File: config.mk
export PLATFORM = sky130hd
export DESIGN_NAME = riscv_mem_arbiter
export DESIGN_NICKNAME = d
export VERILOG_FILES = /design/src/rtl/riscv_mem_pkg.sv /design/src/rtl/riscv_mem_timeout.sv /design/src/rtl/riscv_mem_arbiter.sv
export SDC_FILE = /design/constraint.sdc
export NUM_CORES = 1
export LEC_CHECK = 0
export ABC_AREA = 1
export CAP_MARGIN = 20
export CORE_AREA = 2 2 116 118
export DETAILED_ROUTE_END_ITERATION = 16
export DIE_AREA = 0 0 118 120
export GPL_ROUTABILITY_DRIVEN = 0
export PLACE_DENSITY = 0.76
export SETUP_SLACK_MARGIN = 0.02
export SYNTH_ARGS = -nofsm -noshare
export SYNTH_HDL_FRONTEND = slang
export SYNTH_HIERARCHICAL = 1
export SYNTH_SLANG_ARGS = --single-unit
File: constraint.sdc
create_clock -name clk -period 1.9 [get_ports clk]
set_clock_uncertainty 0.15 [all_clocks]
set_input_delay 0.38 -clock clk [delete_from_list [all_inputs] [get_ports clk]]
set_output_delay 0.38 -clock clk [all_outputs]
set_load 0.05 [all_outputs]
File: src/rtl/riscv_mem_pkg.sv
// Shared types and default constants for the single-port memory arbiter.
package riscv_mem_pkg;

    // Which requester currently owns the shared memory port.
    typedef enum logic [1:0] {
        IDLE  = 2'd0,
        IBUSY = 2'd1,
        DBUSY = 2'd2
    } arb_state_e;

    localparam int DEF_ADDR_WIDTH = 32;
    localparam int DEF_DATA_WIDTH = 32;
    localparam int DEF_MAX_DBURST = 4;
    localparam int DEF_TIMEOUT    = 255;

    // Memory request as presented on the shared port, at the default widths.
    typedef struct packed {
        logic                          we;
        logic [DEF_DATA_WIDTH/8-1:0]   be;
        logic [DEF_ADDR_WIDTH-1:0]     addr;
        logic [DEF_DATA_WIDTH-1:0]     wdata;
    } mem_req_t;

endpackage

File: src/rtl/riscv_mem_timeout.sv
// Response timeout counter: counts busy cycles without a memory ack and
// flags expiry on the last allowed cycle. TIMEOUT of 0 disables expiry.
module riscv_mem_timeout #(
    parameter int TIMEOUT = riscv_mem_pkg::DEF_TIMEOUT
) (
    input  logic clk,
    input  logic reset_n,
    input  logic clear_i,
    input  logic enable_i,
    output logic expire_o
);

    localparam int TW = (TIMEOUT < 2) ? 1 : $clog2(TIMEOUT);

    logic [TW-1:0] tcnt_q;
    logic [TW-1:0] tcnt_d;

    // Clear wins over counting; the count parks at its limit rather than wrapping.
    always_comb begin
        tcnt_d = tcnt_q;
        if (clear_i) begin
            tcnt_d = '0;
        end else if (enable_i && (tcnt_q != TW'(TIMEOUT - 1))) begin
            tcnt_d = tcnt_q + TW'(1);
        end
    end

    // Counter register with synchronous active-low reset.
    always_ff @(posedge clk) begin
        if (!reset_n) begin
            tcnt_q <= '0;
        end else begin
            tcnt_q <= tcnt_d;
        end
    end

    assign expire_o = (TIMEOUT != 0) && enable_i && (tcnt_q == TW'(TIMEOUT - 1));

endmodule

File: src/rtl/riscv_mem_arbiter.sv
// Arbitrates one memory port between instruction fetch and load/store data.
// Data wins by default; a burst counter forces a fetch grant after
// MAX_DBURST consecutive data grants made while fetch is waiting.
module riscv_mem_arbiter
    import riscv_mem_pkg::*;
#(
    parameter int ADDR_WIDTH = DEF_ADDR_WIDTH,
    parameter int DATA_WIDTH = DEF_DATA_WIDTH,
    parameter int MAX_DBURST = DEF_MAX_DBURST,
    parameter int TIMEOUT    = DEF_TIMEOUT
) (
    input  logic                    clk,
    input  logic                    reset_n,
    input  logic                    if_req,
    input  logic [ADDR_WIDTH-1:0]   if_addr,
    output logic                    if_ack,
    output logic                    if_err,
    output logic [DATA_WIDTH-1:0]   if_rdata,
    input  logic                    d_req,
    input  logic                    d_we,
    input  logic [DATA_WIDTH/8-1:0] d_be,
    input  logic [ADDR_WIDTH-1:0]   d_addr,
    input  logic [DATA_WIDTH-1:0]   d_wdata,
    output logic                    d_ack,
    output logic                    d_err,
    output logic [DATA_WIDTH-1:0]   d_rdata,
    output logic                    mem_req,
    output logic                    mem_we,
    output logic [DATA_WIDTH/8-1:0] mem_be,
    output logic [ADDR_WIDTH-1:0]   mem_addr,
    output logic [DATA_WIDTH-1:0]   mem_wdata,
    input  logic                    mem_ack,
    input  logic [DATA_WIDTH-1:0]   mem_rdata
);

    localparam int BEW = DATA_WIDTH / 8;
    localparam int DCW = $clog2(MAX_DBURST + 1);

    typedef struct packed {
        logic                  we;
        logic [BEW-1:0]        be;
        logic [ADDR_WIDTH-1:0] addr;
        logic [DATA_WIDTH-1:0] wdata;
    } port_req_t;

    arb_state_e     state_q, state_d;
    logic [DCW-1:0] dcnt_q, dcnt_d;
    logic           mem_req_q, mem_req_d;
    port_req_t      req_q, req_d;

    logic busy;
    logic decide;
    logic expire;
    logic grant_d;
    logic grant_i;

    assign busy   = (state_q != IDLE);
    assign decide = !busy || mem_ack || expire;

    riscv_mem_timeout #(
        .TIMEOUT (TIMEOUT)
    ) u_timeout (
        .clk      (clk),
        .reset_n  (reset_n),
        .clear_i  (decide),
        .enable_i (busy && !mem_ack),
        .expire_o (expire)
    );

    // Arbitration: a timeout drops to IDLE so mem_req falls for a cycle;
    // otherwise pick data, then fetch, then idle.
    always_comb begin
        state_d   = state_q;
        mem_req_d = mem_req_q;
        req_d     = req_q;
        grant_d   = 1'b0;
        grant_i   = 1'b0;
        if (decide) begin
            if (busy && expire) begin
                state_d   = IDLE;
                mem_req_d = 1'b0;
            end else if (d_req && ((dcnt_q < DCW'(MAX_DBURST)) || !if_req)) begin
                grant_d     = 1'b1;
                state_d     = DBUSY;
                mem_req_d   = 1'b1;
                req_d.we    = d_we;
                req_d.be    = d_be;
                req_d.addr  = d_addr;
                req_d.wdata = d_wdata;
            end else if (if_req) begin
                grant_i     = 1'b1;
                state_d     = IBUSY;
                mem_req_d   = 1'b1;
                req_d.we    = 1'b0;
                req_d.be    = '1;
                req_d.addr  = if_addr;
                req_d.wdata = '0;
            end else begin
                state_d   = IDLE;
                mem_req_d = 1'b0;
            end
        end
    end

    // Burst counter only tracks data grants that made a waiting fetch wait longer.
    always_comb begin
        dcnt_d = dcnt_q;
        if (!if_req || grant_i) begin
            dcnt_d = '0;
        end else if (grant_d && (dcnt_q < DCW'(MAX_DBURST))) begin
            dcnt_d = dcnt_q + DCW'(1);
        end
    end

    // State, burst count and the registered memory request.
    always_ff @(posedge clk) begin
        if (!reset_n) begin
            state_q   <= IDLE;
            dcnt_q    <= '0;
            mem_req_q <= 1'b0;
            req_q     <= '0;
        end else begin
            state_q   <= state_d;
            dcnt_q    <= dcnt_d;
            mem_req_q <= mem_req_d;
            req_q     <= req_d;
        end
    end

    assign mem_req   = mem_req_q;
    assign mem_we    = req_q.we;
    assign mem_be    = req_q.be;
    assign mem_addr  = req_q.addr;
    assign mem_wdata = req_q.wdata;

    assign if_ack   = (state_q == IBUSY) && mem_ack;
    assign if_err   = (state_q == IBUSY) && expire;
    assign if_rdata = if_ack ? mem_rdata : '0;
    assign d_ack    = (state_q == DBUSY) && mem_ack;
    assign d_err    = (state_q == DBUSY) && expire;
    assign d_rdata  = d_ack ? mem_rdata : '0;

endmodule

==> results.tsv <==
metric	value	unit
antenna_found_initial	3	
cts_hold_buf	0	
min_from	mem_be[0]	
grt_pass1_vias	5335	
routed-via-count	5536	
grtUsageTotal	25.0	%
maxSlewViolCount	0	
ys_seq_area_share	39.5	%
setup_viol	116	
cts_max_level	3	
placementRows	42	
crit_arrival	1.62	ns
io_pins	276	
clock-root-buffer	clkbuf_16	
setup.worst_path.class	reg2out	
core_area	0.0130	mm²
worst_setup_path_end_kind	output port	
fp.dieH	120	µm
layout-drive-gt1-share	45.0	%
wl	19.2	mm
peakVddDrop	426	µV
clock_latency	0.34	ns
place_inst	1155	
crit_path_frequent_cell	buf_12	
fin_cells	1209	
yosys.area.top_type_share	39.5	%
drc	0	
status	finished with violations	
synth_cells	691	
tightest_slew	0.489	ns
post_synth.cell_area_avg	6.09	µm²
finalHoldViolCount	0	
ys_ff_latch	83	
die-area	0.0142	mm²
power_leakage	4.55	nW
synth_top_area_cell	dfxtp_1	
drt_iter0_drc	199	
port_buffers	275	
synth_area_leaders	dfxtp_1 39%, nand2_1 23%, nor2_1 13%, inv_1 7.8%, a21oi_1 5.5%	
wire_per_inst	15.9	µm
dp_hpwl	12.5	mm
clock_path_buffers	2	
path_cells	nor3_4 > inv_4 > buf_12 > buf_16 > nor2_4 > buf_12	
worstPathRequired	1.37	ns
violations	setup timing	
netlist_area	0.00421	mm²
worstSetupStartpoint	state_q[0]	
numCtsBuffers	9	
r2r_start	u_timeout/tcnt_q[0]	
viasPerCell	4.58	
fin_crit_sh	113	%
maxCapViolations	0	
crit_fanout	8	
rsz0062_at_grt	yes	
post-route-min-period	2.15	ns
area_delta_synth_final	141	%
synth_cell_types	27	
cp-start-kind	register	
initial_utilization	32.4	%
cts_sinks	83	
synth.net_count	832	
max_slew_margin	67.1	%
final_net_count	1166	
grt_max_degree	35	
ant_nets	0	
worst_slack	-0.252	ns
p_per_area	591	mW/mm²
cts_tree	built	
pre_cts_slack	-0.449	ns
overflow	0	
grt_first_pass_wirelength	27.6	mm
p_total	6.00	mW
holdCritPathClass	reg2reg	
clkTransAtPathRegs	0.06	ns
fmax	0.465	GHz
cp_slowest_cell	dfxtp_4	
die_x	118	µm
drtPass1Iterations	4	
yosys_warnings	6	
max_stage_delay	0.37	ns
## power by group
| part | internal [mW] | switching, mW |
|---|---|---|
| Sequential | 1.86 | 0.0732 |
| Combinational | 1.01 | 1.31 |
| Clock | 1.02 | 0.727 |
| Total | 3.89 | 2.11 |
## cell families (layout without fill, tap and decap cells)
logic type | count (synthesis) | count (layout) | synth area share (%)
AO/OA/AOI/OAI | 55 | 55 | 6.95
XOR/XNOR | 3 | 3 | 0.624
adder cells (fa/ha/maj) | 3 | 3 | 0.892
buffers and inverters | 127 | 466 | 13.1
flip-flops | 83 | 83 | 39.5
other | 0 | 3 | 0
AND/OR/NAND/NOR | 420 | 420 | 38.9
## final timing paths
check / to / slack [ns] / cells after the start
setup / recovery: d_rdata[28] / -0.25 / 6
hold / removal: mem_be[0] / 0.31 / 2
setup reg to reg: mem_wdata[3] / -0.10 / 16
hold reg to reg: mem_be[0] / 0.31 / 2
## cells in the mapped netlist
library cell / n
nand2_1: 253
nor2_1: 145
inv_1: 88
dfxtp_1: 83
a21oi_1: 46
clkbuf_1: 12
buf_2: 8
buf_4: 7
o21ai_0: 6
buf_6: 5
nand4_1: 5
nor3_1: 5
inv_2: 4
nand2_2: 4
nand3_1: 4
ha_1: 3
nand2_4: 2
xnor2_1: 2
a21boi_0: 1
a21oi_4: 1
buf_1: 1
clkinv_1: 1
inv_4: 1
nand3_2: 1
nor2_4: 1
o21ai_2: 1
xor2_1: 1
## metrics by stage
stage	hold WS [ns]	TNS (ns)	instance area, µm²	util [%]
2_1_floorplan	0.290	-16.11	4790	-
3_3_place_gp	0.283	-47.21	8370	64.5
3_5_place_dp	0.285	-49.00	8370	64.5
4_1_cts	0.294	-17.00	9410	72.5
5_1_grt	0.322	-24.34	10200	78.2
6_report	0.308	-16.00	10200	78.2
## worst max-delay path, delay by kind of cell (launching register included)
| family | cells | cell delay (ns) |
|---|---|---|
| buffers and inverters | 4 | 0.56 |
| and+or+nand+nor | 2 | 0.36 |
| DFF | 1 | 0.37 |
## area by class of cell
class	instances	area, µm²
Clock buffer	10	229
Clock inverter	6	63.8
Sequential cell	83	1670
Antenna cell	3	7.51
Multi-Input combinational cell	481	3210
Timing Repair Buffer	355	4360
Inverter	94	380
Fill cell	788	2830
Timing Repair inverter	1	11.3
Tap cell	176	220
## layout by cell type, fill, tap and decap left out, drive strengths merged, types with 4 or more instances in the layout
master | Yosys | final
a21oi | 47 | 47
buf | 21 | 216
clkbuf | 12 | 12
clkdlybuf4s50 | 0 | 136
clkinv | 1 | 4
dfxtp | 83 | 83
inv | 93 | 94
nand2 | 259 | 259
nand3 | 5 | 5
nand4 | 5 | 5
nor2 | 146 | 146
nor3 | 5 | 5
o21ai | 7 | 7
## registers in the layout (all words and copies together) (netlist names)
name and cells:
mem_addr 32, mem_wdata 32, u_timeout/tcnt_q 8, mem_be 4
dcnt_q 3, state_q 2, mem_req 1, mem_we 1
## layer usage
| layer | vias to the layer above | part of all wire (%) | global-route usage, % | routed length (µm) |
|---|---|---|---|---|
| met5 | - | 0 | 0 | 0 |
| li1 | 2724 | - | - | - |
| met4 | 0 | 3.0 | 12.6 | 568 |
| met2 | 230 | 55 | 46.2 | 10500 |
| met1 | 2552 | 37 | 26.6 | 7030 |
| met3 | 30 | 5.8 | 5.61 | 1110 |
## timing repair
| action | 4_1_cts | 5_1_grt |
|---|---|---|
| gates cloned | 12 | 3 |
| endpoints found under the setup margin | 140 | 143 |
| gates resized for setup | 69 | 210 |
| pin swaps | 21 | 41 |
| buffers inserted | 20 | 6 |
Power figures use the tool's default switching activity.
